==> src/rtl/fp_arb_pkg.sv <==
// Shared types and defaults for the floating-point adder arbiter.
// Holds the controller state encoding, default sizing and an index-width helper.
package fp_arb_pkg;

    localparam int DEF_N = 4;
    localparam int DEF_W = 32;

    typedef enum logic [2:0] {
        IDLE      = 3'd0,
        ISSUE     = 3'd1,
        WAIT_BUSY = 3'd2,
        WAIT_DONE = 3'd3,
        RESPOND   = 3'd4
    } state_t;

    // Keeps index buses at least one bit wide when only one requester exists.
    function automatic int idx_width(input int n);
        return (n > 1) ? $clog2(n) : 1;
    endfunction

endpackage

==> src/rtl/fp_add_arbiter_rr_pick.sv <==
// Round-robin pick: first asserted request at or above ptr, wrapping to the
// lowest asserted request below ptr. Purely combinational.
module rr_pick
    import fp_arb_pkg::*;
#(
    parameter int N  = DEF_N,
    parameter int IW = idx_width(N)
) (
    input  logic [N-1:0]  req,
    input  logic [IW-1:0] ptr,
    output logic [N-1:0]  gnt,
    output logic [IW-1:0] idx,
    output logic          any
);

    logic          hit_hi;
    logic [IW-1:0] idx_hi;
    logic [IW-1:0] idx_lo;

    // Scanning downward leaves the lowest qualifying index in each candidate.
    always_comb begin
        hit_hi = 1'b0;
        any    = 1'b0;
        idx_hi = '0;
        idx_lo = '0;
        for (int i = N - 1; i >= 0; i--) begin
            if (req[i]) begin
                idx_lo = IW'(i);
                any    = 1'b1;
                if (i >= int'(ptr)) begin
                    idx_hi = IW'(i);
                    hit_hi = 1'b1;
                end
            end
        end
        idx = hit_hi ? idx_hi : idx_lo;
    end

    always_comb begin
        gnt = '0;
        if (any) begin
            gnt[idx] = 1'b1;
        end
    end

endmodule

==> src/rtl/fp_add_arbiter.sv <==
// Shares one multi-cycle floating-point adder among N requesters, round-robin.
// Operands are captured at issue so requesters may change inputs afterwards.
//
// state     | meaning
// ----------+---------------------------------------------------------------
// IDLE      | no operation; waits for any req while the adder reports ready
// ISSUE     | add_start strobe; winner and operands already registered
// WAIT_BUSY | waits for the adder to drop add_done (accepted the operation)
// WAIT_DONE | waits for add_done to return; result captured on that edge
// RESPOND   | ack pulses to the owner; pointer advances past the owner
module fp_add_arbiter
    import fp_arb_pkg::*;
#(
    parameter int N = DEF_N,
    parameter int W = DEF_W
) (
    input  logic           clk,
    input  logic           rst,
    input  logic [N-1:0]   req,
    input  logic [N*W-1:0] op_a,
    input  logic [N*W-1:0] op_b,
    output logic [N-1:0]   grant,
    output logic [N-1:0]   ack,
    output logic [W-1:0]   result,
    output logic           busy,
    output logic           add_start,
    output logic [W-1:0]   add_a,
    output logic [W-1:0]   add_b,
    input  logic           add_done,
    input  logic [W-1:0]   add_result
);

    localparam int IW = idx_width(N);

    state_t        state;
    state_t        state_nx;
    logic [IW-1:0] ptr;
    logic [IW-1:0] gidx;
    logic [IW-1:0] pick_idx;
    logic [N-1:0]  pick_gnt;
    logic          pick_any;
    logic [W-1:0]  sel_a;
    logic [W-1:0]  sel_b;
    logic          take;

    rr_pick #(
        .N  (N),
        .IW (IW)
    ) u_pick (
        .req (req),
        .ptr (ptr),
        .gnt (pick_gnt),
        .idx (pick_idx),
        .any (pick_any)
    );

    always_comb begin
        sel_a = '0;
        sel_b = '0;
        for (int i = 0; i < N; i++) begin
            if (pick_gnt[i]) begin
                sel_a = op_a[i*W +: W];
                sel_b = op_b[i*W +: W];
            end
        end
    end

    always_ff @(posedge clk) begin
        if (rst) begin
            state <= IDLE;
        end else begin
            state <= state_nx;
        end
    end

    always_comb begin
        state_nx = state;
        case (state)
            IDLE:      if (pick_any && add_done) state_nx = ISSUE;
            ISSUE:     state_nx = WAIT_BUSY;
            WAIT_BUSY: if (!add_done) state_nx = WAIT_DONE;
            WAIT_DONE: if (add_done) state_nx = RESPOND;
            RESPOND:   state_nx = IDLE;
            default:   state_nx = IDLE;
        endcase
    end

    // Decoded from state and registered grant only, so req/add_done never
    // reach add_start or ack combinationally.
    always_comb begin
        add_start = (state == ISSUE);
        busy      = (state != IDLE);
        ack       = (state == RESPOND) ? grant : '0;
    end

    assign take = (state == IDLE) && pick_any && add_done;

    always_ff @(posedge clk) begin
        if (rst) begin
            ptr    <= '0;
            gidx   <= '0;
            grant  <= '0;
            add_a  <= '0;
            add_b  <= '0;
            result <= '0;
        end else begin
            if (take) begin
                grant <= pick_gnt;
                gidx  <= pick_idx;
                add_a <= sel_a;
                add_b <= sel_b;
            end
            if (state == WAIT_DONE && add_done) begin
                result <= add_result;
            end
            if (state == RESPOND) begin
                grant <= '0;
                ptr   <= (gidx == IW'(N - 1)) ? '0 : gidx + IW'(1);
            end
        end
    end

endmodule

==> config.mk <==
export PLATFORM = sky130hd
export DESIGN_NAME = fp_add_arbiter
export DESIGN_NICKNAME = d
export VERILOG_FILES = /design/src/rtl/fp_arb_pkg.sv /design/src/rtl/fp_add_arbiter_rr_pick.sv /design/src/rtl/fp_add_arbiter.sv
export SDC_FILE = /design/constraint.sdc
export NUM_CORES = 1
export LEC_CHECK = 0
export ABC_CLOCK_PERIOD_IN_PS = 6290
export CORE_AREA = 2 2 156 158
export CTS_CLUSTER_DIAMETER = 50
export DETAILED_ROUTE_END_ITERATION = 10
export DIE_AREA = 0 0 158 160
export GPL_ROUTABILITY_DRIVEN = 0
export GPL_TIMING_DRIVEN = 0
export PLACE_DENSITY = 0.67
export SLEW_MARGIN = 20
export SYNTH_ARGS = -nofsm -noshare
export SYNTH_HDL_FRONTEND = slang
export SYNTH_SLANG_ARGS = --single-unit
==> constraint.sdc <==
create_clock -name clk -period 6.29 [get_ports clk]
set_input_delay 0.9435 -clock clk [delete_from_list [all_inputs] [get_ports clk]]
set_output_delay 0.9435 -clock clk [all_outputs]
set_load 0.005 [all_outputs]
## Word-level counts from Yosys, hierarchy flattened

Index checks and enable logic that the tools add are counted.

- Add/sub/neg operators: 1
- Magnitude comparators: 5
- Eq/ne operators: 8
- Mux-type cells: 38
- Reductions and logical operators: 9

Operators with widths:

| operator | number |
|---|---|
| $mux W32 | 8 |
| $mux W2 | 12 |
| $pmux W3 S4 | 1 |
| $mux W1 | 11 |
| $mux W3 | 3 |
| $mux W4 | 2 |
| $eq A3 B2 Y1 const B | 2 |
| $ne A2 B2 Y1 const B | 3 |
| $logic_and A1 B1 Y1 | 5 |
| $ge A1 B2 Y1 const A | 2 |
| $eq A3 B1 Y1 const B | 1 |
| $eq A3 B3 Y1 const B | 1 |
| $logic_not A3 Y1 | 1 |
| $lt A2 B3 Y1 const B | 1 |
| $reduce_and A3 Y1 | 1 |
| $reduce_bool A3 Y1 | 1 |
| $add A2 B1 Y2 const B | 1 |
| $demux W1 S2 | 1 |
| $eq A2 B2 Y1 const B | 1 |
| $ge A2 B1 Y1 const B | 1 |
| $ge A2 B2 Y1 const A | 1 |
| $reduce_or A2 Y1 | 1 |

- Register bits: 107
- Input bits: 295
- Output and inout bits: 106
- Logic and storage cells: 68

## Logic depth before layout (Yosys ltp)

- Depth after elaboration: 17
- Gate-level depth with buffers: 8
- Gate-level depth less buffers: 5

## Modules after synthesis

From an unflattened synthesis, not the netlist that was laid out.

- Cells, all modules: 825
- Area total of the unflattened synthesis: 6,236.0 um^2

Modules (own cells, without submodules):

| module | instances | cells an instance | area each (um^2) | seq. area each (um^2) |
|---|---|---|---|---|
| fp_add_arbiter | 1 | 788 | 6,035.8 | 2,142.1 |
| rr_pick | 1 | 37 | 200.2 | 0.0 |

## Worst setup path before layout

No wires, ideal clock.

- Kind: input to register
- Start point: input port req[1]
- End point: register add_a[10]
- Library setup time: 0.088 ns
- Arrival: 2.537 ns
- Data required time: 6.202 ns
- Path slack: 3.665 ns
- Cell stages on the path: 8
- Buffers on the path: 4
- Cells stage by stage: clkbuf_1 o41ai_1 or2_1 buf_2 or3_1 buf_4 buf_6 o32ai_2

- Word-level cells in the longest chain between the ends: 13
- Elaborated cells between the ends (all ways): 23
- Classes of those cells: order compare (2); mux (18); reduce/logical (3)

Ends and longest elaborated chain:

| item | line | text |
|---|---|---|
| start, declared | fp_add_arbiter.sv:19 | `input logic [N-1:0] req,` |
| $mux W2 / $mux W1 (equally long branches) | fp_add_arbiter_rr_pick.sv:27 | `if (req[i]) begin` |
| $mux W2 / $mux W1 (equally long branches) | fp_add_arbiter_rr_pick.sv:30 | `if (i >= int'(ptr)) begin` |
| $mux W2 / $mux W1 (equally long branches) | fp_add_arbiter_rr_pick.sv:27 |  |
| $mux W2 | fp_add_arbiter_rr_pick.sv:36 | `idx = hit_hi ? idx_hi : idx_lo;` |
| $lt A2 B3 Y1 (implied by the code) / $ge A2 B1 Y1 (equally long branches) | fp_add_arbiter_rr_pick.sv:42 | `gnt[idx] = 1'b1;` |
| $logic_and A1 B1 Y1 (implied by the code) | fp_add_arbiter_rr_pick.sv:42 |  |
| $mux W1 (implied by the code) | fp_add_arbiter_rr_pick.sv:42 |  |
| $demux W1 S2 | n/a |  |
| $mux W4 | fp_add_arbiter_rr_pick.sv:41 | `if (any) begin` |
| $mux W32 (4 in a row) | fp_add_arbiter.sv:61 | `if (pick_gnt[i]) begin` |
| end signal, assigned | fp_add_arbiter.sv:110 | `add_a <= sel_a;` |
| end, declared | fp_add_arbiter.sv:27 | `output logic [W-1:0] add_a,` |

Parallel ways exist; a longest one is shown, timed or not.
A chain may end at the register's enable or synchronous reset.

## Worst setup path in the final report

- Start point: input port add_done
- End point: register gidx[1]

- Word-level cells in the longest chain between the ends: 1

Ends and longest elaborated chain:

| item | line | text |
|---|---|---|
| start, declared | fp_add_arbiter.sv:29 | `input logic add_done,` |
| $logic_and A1 B1 Y1 | fp_add_arbiter.sv:96 | `assign take = (state == IDLE) && pick_any && add_done;` |
| end signal, assigned | fp_add_arbiter.sv:109 | `gidx <= pick_idx;` |
| end, declared | fp_add_arbiter.sv:38 | `logic [IW-1:0] gidx;` |

Every way passes these cells.

==> results.sh <==
export IMPL_crit_chain="clkdlybuf4s50_1 -> o41ai_1 -> nor2_1 -> clkbuf_1 -> clkbuf_1 -> o221ai_1 -> a21oi_1"
export IMPL_grt_overflow=0
export IMPL_postSynthRegisterBits=107
export IMPL_period_minus_slack_ns=3.34
export IMPL_final_nets=1350
export IMPL_avgSynthCellArea_um2=8.48
export IMPL_cap_violations=0
export IMPL_skew_ns=0.00932
export IMPL_crit_slowest_cell="nor2_1"
export IMPL_run_status="completed"
export IMPL_cpMostUsedCell="clkbuf_1"
export IMPL_post_place_ws_ns=2.55
export IMPL_async_flop_share=0
export IMPL_maxSlewHeadroom=0.317
export IMPL_final_common_cell="clkdlybuf4s50_1"
export IMPL_cp_max_fo=10
export IMPL_fmax_mhz=300
export IMPL_slew_viol_final=0
export IMPL_dieArea_um2=25300
export IMPL_syn_cell_area_um2=5490
export IMPL_clockRootBuffer="clkbuf_16"
export IMPL_fin_util=0.426
export IMPL_min_path_type="reg2reg"
export IMPL_die_width_um=158
export IMPL_num_rows=57
export IMPL_vias=6832
export IMPL_yosysSeqAreaShare=0.391
export IMPL_grt_pass1_wl_um=39500
export IMPL_cts_htree_levels=3
export IMPL_dp_cells=1367
export IMPL_ios=401
export IMPL_postLayoutCellArea_um2=10100
export IMPL_remaining_drc_errors=0
export IMPL_cts_hold_buf=0
export IMPL_postLayoutSetupSlackWorst_ns=2.95
export IMPL_numCtsBuffers=9
export IMPL_final_antenna_net_count=0
export IMPL_finalSetupViolations=0
export IMPL_clock_sinks=107
export IMPL_grt_total_usage=0.205
export IMPL_drive_gt1_frac=0.0538
export IMPL_peakVddDrop_uv=122
export IMPL_holdWs_ns=0.456
export IMPL_place_area_um2=9850
export IMPL_area_delta_synth_final_pct=84.8
export IMPL_start_util=0.230
export IMPL_ys_flop_type="dfxtp_1"
export IMPL_postCtsSetupBuffers=0
export IMPL_end_kind="flip-flop"
export IMPL_drt_first_pass_iters=5
export IMPL_synth_warnings=0
export IMPL_ys_types=37
export IMPL_cts_resized=0
export IMPL_hold_viol_final=0
export IMPL_cpPeakStageDelay_ns=0.58
export IMPL_via_per_inst=4.94
export IMPL_finalCritPeriodShare=0.531
export IMPL_cp_arrival_ns=3.61
export IMPL_critical_path_class="in2reg"
export IMPL_dieHeight_um=160
export IMPL_routed_wl_um=27100
export IMPL_p_total_mw=1.89
export IMPL_syn_inst=647
export IMPL_mostFrequentLayoutCells="clkdlybuf4s50_1 (395), nand2_1 (114), dfxtp_1 (107)"
export IMPL_p_leak_nw=3.41
export IMPL_cp_start_kind="input pin"
export IMPL_path_clk_slew_ns=0.08
export IMPL_cts_tree="yes"
export IMPL_clock_path_buffers=2
export IMPL_grt_max_degree=19
export IMPL_setup_tns_ns=0
export IMPL_io_buffers=395
export IMPL_final_cells=1383
export IMPL_antenna_found_initial=0
export IMPL_tightest_slew_ns=1.02
export IMPL_grt_pass1_vias=6906
export IMPL_drt_iter0_markers=409
export IMPL_syn_nets=943
export IMPL_required_ns=6.56
export IMPL_clk_insertion_delay_late_ns=0.35
export IMPL_post_drt_wl_per_cell_um=19.6
export IMPL_power_density_nw_per_um2=186
export IMPL_place_hpwl_um=21100
export IMPL_synth_edf_count=0
export IMPL_core_area_um2=23800
export IMPL_n_antenna_cell=0
export IMPL_rsz0062_at_grt="false"
[Yosys cell counts, drive strengths merged, types with 4 or more instances]
cell type	number	area, um2
nand2	114	428
dfxtp	107	2140
nor2	75	282
clkbuf	66	248
and3	4	25.0
a2bb2oi	38	333
buf	9	63.8
a22oi	27	203
a211oi	27	203
o32ai	37	549
a221oi	64	561
inv	4	15.0
a21oi	47	235
[state kept, by name, indices dropped and copies added (netlist names)]
signal	cells
result	32
add_a	32
add_b	32
ptr	2
grant	4
gidx	2
state	3
[logic make-up after synthesis]
kind of cell	share of synthesized area
compound gates	0.396
fa+ha+maj	0.00228
buf+inv	0.0595
flops	0.391
simple gates	0.151
[worst max-delay path, delay by kind of cell]
kind                   cells  cell delay [ns]
AND/OR/NAND/NOR            1             0.58
buffers and inverters      3             1.53
AO/OA/AOI/OAI              3             0.55
[layer usage]
metal	GRT usage	vias up	routed length (um)
met2	0.361	285	13200
met4	0.0549	0	608
met1	0.244	3238	11200
li1	-	3272	-
met3	0.0529	37	2070
met5	0	-	0
[where the power goes]
group          internal [mW]  switching [mW]  total (mW)
registers              0.723          0.0257       0.749
clock network          0.284           0.283       0.567
logic                  0.335           0.238       0.574
[layout make-up]
| cell class | instances | area [um2] |
|---|---|---|
| plain buffers | 75 | 312 |
| clock buffers | 10 | 239 |
| clock inverters | 6 | 47.5 |
| fillers | 2446 | 13700 |
| inverters | 4 | 15.0 |
| multi-input cells | 461 | 3020 |
| flip-flops and latches | 107 | 2140 |
| well taps | 324 | 405 |
| repair buffers | 396 | 3960 |
[path summary, 6_finish.rpt]
path | from | to | slack (ns) | depth (start not counted)
max | add_done | gidx[1] | 2.95 | 7
min | result[8] | result[8] | 0.46 | 2
max reg2reg | state[1] | gidx[1] | 3.45 | 6
min reg2reg | result[8] | result[8] | 0.46 | 2
(Power assumes the default switching activity.)
